**src/rtl/router_pkg.sv**
```systemverilog
// Shared types and constants for the packet router controller.
// Holds the FSM state enum, header field widths and a port-select helper.
package router_pkg;

    localparam int ADDR_W = 2;
    localparam int LEN_W  = 6;

    // Header address value that names no output port.
    localparam logic [ADDR_W-1:0] ADDR_INVALID = 2'b11;

    typedef enum logic [2:0] {
        DECODE_ADDRESS,
        WAIT_TILL_EMPTY,
        LOAD_FIRST_DATA,
        LOAD_DATA,
        FIFO_FULL_STATE,
        LOAD_AFTER_FULL,
        LOAD_PARITY,
        CHECK_PARITY
    } state_e;

    // Pick one of the three per-port flags by address.
    // The invalid address selects nothing.
    function automatic logic port_sel(
        input logic [2:0]        v,
        input logic [ADDR_W-1:0] a
    );
        logic r;
        r = 1'b0;
        case (a)
            2'd0:    r = v[0];
            2'd1:    r = v[1];
            2'd2:    r = v[2];
            default: r = 1'b0;
        endcase
        return r;
    endfunction

endpackage

```
**src/rtl/router_parity.sv**
```systemverilog
// Running XOR of the bytes of one packet.
// Ports: clk; clr_i (sync clear, wins); en_i (fold data_i in); data_i; acc_o.
module router_parity (
    input  logic       clk,
    input  logic       clr_i,
    input  logic       en_i,
    input  logic [7:0] data_i,
    output logic [7:0] acc_o
);

    logic [7:0] acc_q;
    logic [7:0] acc_d;

    always_comb begin
        acc_d = acc_q;
        if (clr_i) begin
            acc_d = '0;
        end else if (en_i) begin
            acc_d = acc_q ^ data_i;
        end
    end

    always_ff @(posedge clk) begin
        acc_q <= acc_d;
    end

    assign acc_o = acc_q;

endmodule

```
**src/rtl/router_ctrl.sv**
```systemverilog
// Router packet controller: decodes the header, sequences payload and
// parity bytes into the selected FIFO, and handles full stalls and aborts.
// Inputs : clk, reset (sync, active high), pkt_valid, data_in[7:0],
//          fifo_full, empty_0..2, soft_reset_0..2.
// Outputs: detect_add, write_enb_reg, dout[7:0], lfd_state, busy,
//          err, pkt_done.
// Option : ROUTER_PARITY_CHK_EN enables the parity accumulator and err.
module router_ctrl
    import router_pkg::*;
(
    input  logic       clk,
    input  logic       reset,
    input  logic       pkt_valid,
    input  logic [7:0] data_in,
    input  logic       fifo_full,
    input  logic       empty_0,
    input  logic       empty_1,
    input  logic       empty_2,
    input  logic       soft_reset_0,
    input  logic       soft_reset_1,
    input  logic       soft_reset_2,
    output logic       detect_add,
    output logic       write_enb_reg,
    output logic [7:0] dout,
    output logic       lfd_state,
    output logic       busy,
    output logic       err,
    output logic       pkt_done
);

    state_e state_q;
    state_e state_d;

    logic [LEN_W-1:0] count_q;
    logic [LEN_W-1:0] count_d;
    logic [7:0]       header_q;
    logic [7:0]       header_d;
    logic [7:0]       held_q;
    logic [7:0]       held_d;
    logic [7:0]       dout_q;
    logic [7:0]       dout_d;
    logic             we_q;
    logic             we_d;
    logic             lfd_q;
    logic             lfd_d;

    logic [ADDR_W-1:0] hdr_addr;
    logic [LEN_W-1:0]  hdr_len;
    logic [ADDR_W-1:0] addr_q;
    logic [2:0]        empty_v;
    logic [2:0]        sr_v;
    logic              empty_hdr;
    logic              empty_cur;
    logic              abort;
    logic              hdr_ok;
    logic              busy_c;
    logic              par_en;
    logic              det_c;

    assign hdr_addr = data_in[ADDR_W-1:0];
    assign hdr_len  = data_in[7:ADDR_W];
    assign addr_q   = header_q[ADDR_W-1:0];

    assign empty_v = {empty_2, empty_1, empty_0};
    assign sr_v    = {soft_reset_2, soft_reset_1, soft_reset_0};

    // The header byte addresses a port directly; later states use the
    // latched header address.
    assign empty_hdr = port_sel(empty_v, hdr_addr);
    assign empty_cur = port_sel(empty_v, addr_q);

    // A flush of the port this packet is going to kills the packet.
    assign abort = (state_q != DECODE_ADDRESS) && port_sel(sr_v, addr_q);

    assign hdr_ok = pkt_valid && (hdr_addr != ADDR_INVALID);

    always_comb begin
        busy_c = 1'b1;
        unique case (state_q)
            DECODE_ADDRESS: busy_c = 1'b0;
            LOAD_DATA:      busy_c = fifo_full;
            LOAD_PARITY:    busy_c = 1'b0;
            default:        busy_c = 1'b1;
        endcase
        // Never claim a byte in a cycle where it would be discarded.
        if (abort) begin
            busy_c = 1'b1;
        end
    end

    always_comb begin
        state_d  = state_q;
        count_d  = count_q;
        header_d = header_q;
        held_d   = held_q;
        dout_d   = dout_q;
        we_d     = 1'b0;
        lfd_d    = 1'b0;
        par_en   = 1'b0;
        det_c    = 1'b0;

        if (abort) begin
            state_d = DECODE_ADDRESS;
            count_d = '0;
        end else begin
            unique case (state_q)
                DECODE_ADDRESS: begin
                    if (hdr_ok) begin
                        det_c    = 1'b1;
                        header_d = data_in;
                        count_d  = hdr_len;
                        par_en   = 1'b1;
                        if (empty_hdr) begin
                            state_d = LOAD_FIRST_DATA;
                            we_d    = 1'b1;
                            dout_d  = data_in;
                            lfd_d   = 1'b1;
                        end else begin
                            state_d = WAIT_TILL_EMPTY;
                        end
                    end
                end
                WAIT_TILL_EMPTY: begin
                    if (empty_cur) begin
                        state_d = LOAD_FIRST_DATA;
                        we_d    = 1'b1;
                        dout_d  = header_q;
                        lfd_d   = 1'b1;
                    end
                end
                LOAD_FIRST_DATA: begin
                    state_d = (count_q == '0) ? LOAD_PARITY
                                              : LOAD_DATA;
                end
                LOAD_DATA: begin
                    if (fifo_full) begin
                        state_d = FIFO_FULL_STATE;
                    end else if (pkt_valid) begin
                        we_d   = 1'b1;
                        dout_d = data_in;
                        held_d = data_in;
                        par_en = 1'b1;
                        if (count_q != '0) begin
                            count_d = count_q - LEN_W'(1);
                        end
                        if (count_q <= LEN_W'(1)) begin
                            state_d = LOAD_PARITY;
                        end
                    end
                end
                FIFO_FULL_STATE: begin
                    // The byte presented while full was refused;
                    // present it again once space frees up.
                    if (!fifo_full) begin
                        state_d = LOAD_AFTER_FULL;
                        we_d    = 1'b1;
                        dout_d  = held_q;
                    end
                end
                LOAD_AFTER_FULL: begin
                    state_d = (count_q == '0) ? LOAD_PARITY
                                              : LOAD_DATA;
                end
                LOAD_PARITY: begin
                    if (pkt_valid) begin
                        we_d    = 1'b1;
                        dout_d  = data_in;
                        par_en  = 1'b1;
                        state_d = CHECK_PARITY;
                    end
                end
                CHECK_PARITY: begin
                    state_d = DECODE_ADDRESS;
                end
                default: begin
                    state_d = DECODE_ADDRESS;
                end
            endcase
        end
    end

    always_ff @(posedge clk) begin
        if (reset) begin
            state_q  <= DECODE_ADDRESS;
            count_q  <= '0;
            header_q <= '0;
            held_q   <= '0;
            dout_q   <= '0;
            we_q     <= 1'b0;
            lfd_q    <= 1'b0;
        end else begin
            state_q  <= state_d;
            count_q  <= count_d;
            header_q <= header_d;
            held_q   <= held_d;
            dout_q   <= dout_d;
            we_q     <= we_d;
            lfd_q    <= lfd_d;
        end
    end

    assign detect_add    = det_c;
    assign write_enb_reg = we_q;
    assign dout          = dout_q;
    assign lfd_state     = lfd_q;
    assign busy          = busy_c;
    assign pkt_done      = (state_q == CHECK_PARITY) && !abort;

`ifdef ROUTER_PARITY_CHK_EN
    logic       par_clr;
    logic [7:0] par_acc;

    // The parity byte is folded in too, so a good packet XORs to zero.
    assign par_clr = reset || abort || (state_q == CHECK_PARITY);

    router_parity u_parity (
        .clk    (clk),
        .clr_i  (par_clr),
        .en_i   (par_en),
        .data_i (data_in),
        .acc_o  (par_acc)
    );

    assign err = pkt_done && (par_acc != 8'h00);
`else
    logic par_en_unused;
    assign par_en_unused = par_en;
    assign err = 1'b0;
`endif

endmodule

```
**config.mk**
```make
export PLATFORM = sky130hd
export DESIGN_NAME = router_ctrl
export DESIGN_NICKNAME = d
export VERILOG_FILES = /design/src/rtl/router_pkg.sv /design/src/rtl/router_parity.sv /design/src/rtl/router_ctrl.sv
export SDC_FILE = /design/constraint.sdc
export NUM_CORES = 1
export LEC_CHECK = 0
export ABC_AREA = 1
export BUFFER_PORTS_ARGS = -buffer_cell sky130_fd_sc_hd__clkbuf_2
export CORE_ASPECT_RATIO = 0.75
export CORE_MARGIN = 3
export CORE_UTILIZATION = 45
export CTS_CLUSTER_DIAMETER = 30
export DETAILED_ROUTE_END_ITERATION = 8
export PLACE_DENSITY = 0.74
export SLEW_MARGIN = 20
export SYNTH_ARGS = -nofsm -noshare
export SYNTH_HDL_FRONTEND = slang
export SYNTH_SLANG_ARGS = --single-unit
```
**constraint.sdc**
```tcl
create_clock -name clk -period 2.55 [get_ports clk]
set_clock_uncertainty 0.15 [all_clocks]
set_input_delay 0.51 -clock clk [delete_from_list [all_inputs] [get_ports clk]]
set_output_delay 0.51 -clock clk [all_outputs]
set_load 0.01 [all_outputs]
```
==> flow_metrics.env <==
export IMPL_synth_area_leaders="dfxtp_1 (34%), nand2_1 (13%), nor2_1 (10%), nand3_1 (6.9%), o21ai_0 (6.6%)"
export IMPL_min_delay_start="held_q[6]$_SDFFE_PP0P_"
export IMPL_path_class="flop to output pin"
export IMPL_grt_pass1_vias=1861
export IMPL_max_stage_delay_ns=0.62
export IMPL_crit_path_end_kind="output pin"
export IMPL_r2r_start="state_q[2]$_SDFFE_PP0P_"
export IMPL_routed_wl_um=4875
export IMPL_met2RoutedLength_um=2048
export IMPL_wl_per_cell_um=11.98
export IMPL_start_util=0.4857
export IMPL_wl_met1_um=2414
export IMPL_critPathSlowestCell="dfxtp_1"
export IMPL_via_per_inst=5.069
export IMPL_layout_commonest_cell="nand2_1"
export IMPL_rsz0062_at_grt="false"
export IMPL_hold_viol=0
export IMPL_clock_latency_ns=0.28
export IMPL_pre_cts_ws_ns=0.5712
export IMPL_layout_cells_non_filler=407
export IMPL_grt_use_total=0.1917
export IMPL_startpoint="state_q[2]$_SDFFE_PP0P_"
export IMPL_maxSlewViolCount=0
export IMPL_final_cell_mix="nand2_1 (72), nor2_1 (57), dfxtp_1 (35), inv_1 (31), clkbuf_2 (30)"
export IMPL_fmax_mhz=439.5
export IMPL_io_pins=32
export IMPL_drt_iter0_markers=152
export IMPL_diodes=0
export IMPL_vias=2063
export IMPL_holdCritPathClass="flop to flop"
export IMPL_fin_ws_ns=0.2745
export IMPL_cp_max_fo=8
export IMPL_antenna_found_initial=0
export IMPL_die_h_um=64.34
export IMPL_postCtsHoldBufs=0
export IMPL_port_buffers=30
export IMPL_grt_ovfl_total=0
export IMPL_clk_path_buf_depth=2
export IMPL_die_x_um=83.79
export IMPL_nets=371
export IMPL_place_gp_congestion=0.9368
export IMPL_die_area_mm2=0.005390
export IMPL_cts_buffers=5
export IMPL_layout_drive_gt1_share=0.1818
export IMPL_ant_nets=0
export IMPL_yosys_warnings=0
export IMPL_netlist_instances=319
export IMPL_crit_path_cell_trace="inv_2 -> nand2_4 -> inv_1 -> o21ai_0 -> clkbuf_2"
export IMPL_highest_layer="met4"
export IMPL_grt_pass1_wl_um=8493
export IMPL_maxSlewHeadroom=0.5852
export IMPL_core_mm2=0.004204
export IMPL_netlist_area_mm2=0.002042
export IMPL_areaGrowthSynthToFinish_pct=14.09
export IMPL_cts_tree="done"
export IMPL_worst_path_buf_inv=3
export IMPL_worst_pin_slew_ns=0.6215
export IMPL_yosys_area_top_type_share=0.3431
export IMPL_cts_sinks=35
export IMPL_avgSynthCellArea_um2=6.401
export IMPL_cts_setup_buffers=0
export IMPL_num_rows=20
export IMPL_ys_ff_latch=35
export IMPL_max_cap_violations=0
export IMPL_clockRootBuffer="clkbuf_8"
export IMPL_leakagePower_nw=1.154
export IMPL_synth_fp_nets=339
export IMPL_setup_tns_ns=0
export IMPL_ir_worst_vdd_mv=0.4097
export IMPL_grt_max_degree=25
export IMPL_ys_types=29
export IMPL_placed_cells=399
export IMPL_ys_seq_area_frac=0.3431
export IMPL_path_clk_slew_ns=0.07
export IMPL_arrival_ns=1.62
export IMPL_cp_required_ns=1.89
export IMPL_fin_crit_ns=2.276
export IMPL_status="finished clean"
export IMPL_synth_area_leader_cell="dfxtp_1"
export IMPL_final_util=0.5542
export IMPL_wl_met3_um=356
export IMPL_drtPass1Iterations=4
export IMPL_h_tree_depth=2
export IMPL_fin_crit_sh=0.8924
export IMPL_setup_violations=0
export IMPL_power_density_mw_per_mm2=1043
export IMPL_drcViolationCount=0
export IMPL_post_cts_resized=0
export IMPL_start_kind="flop"
export IMPL_path_delay_family="flip-flops"
export IMPL_hpwl_um=3733
routing by layer:
layer,up-vias,global-route usage
met1,903,0.2584
met4,0,0.04819
met5,-,0
met3,6,0.05799
li1,1081,-
met2,73,0.2996
worst paths after layout:
check | to | slack (ns) | depth (start not counted)
worst min register to register | held_q[6]$_SDFFE_PP0P_ | 0.30 | 2
worst max register to register | dout[4]$_SDFFE_PP0P_ | 0.63 | 7
worst max-delay path | busy | 0.27 | 5
worst min-delay path | held_q[6]$_SDFFE_PP0P_ | 0.30 | 2
worst reg2reg max path, delay by kind of cell (launching register included):
family | cells | cell delay, ns
simple gates | 7 | 1.05
flops | 1 | 0.62
kinds of logic (layout without fill, tap and decap cells):
family                   after synthesis  after routing  synth area share
adder cells (fa/ha/maj)                2              2           0.01225
buffers and inverters                 43             76           0.08884
AO/OA/AOI/OAI                         57             57            0.1415
XOR/XNOR                               1              1          0.004290
other                                  1              1          0.001836
flip-flops                            35             35            0.3431
AND/OR/NAND/NOR                      180            180            0.4081
final cells by class:
type,instances,area (µm²)
Tap cell,55,68.82
Multi-Input combinational cell,241,1160
Fill cell,423,1874
Sequential cell,35,700.7
Timing Repair Buffer,31,157.7
Clock inverter,1,7.507
Inverter,37,138.9
Clock buffer,7,96.34
Yosys cell counts, drive strengths merged:
master	count
ha	2
conb	1
o22ai	2
o21ai	32
nor3	1
inv	37
nor2	65
buf	5
or2	2
nand3	30
a21oi	22
nand4	2
nor4	1
xnor2	1
clkbuf	1
dfxtp	35
nand2	79
a31oi	1
through the flow:
stage / cell area [µm²] / hold WS, ns / total power [mW]
after detailed placement: 2226 / 0.2932 / 1.986
after global routing: 2330 / 0.3349 / 2.664
final: 2330 / 0.3042 / 2.430
after floorplan: 2042 / 0.2753 / 1.705
after CTS: 2330 / 0.3043 / 2.443
after global placement: 2226 / 0.2884 / 1.975
power by group:
group	internal (mW)	total (mW)	switching, mW	leakage (nW)
combinational	0.412	1.19	0.779	0.817
sequential	0.681	0.792	0.112	0.286
clock	0.246	0.447	0.201	0.0505
No activity file was read; power rests on OpenSTA's default activity.
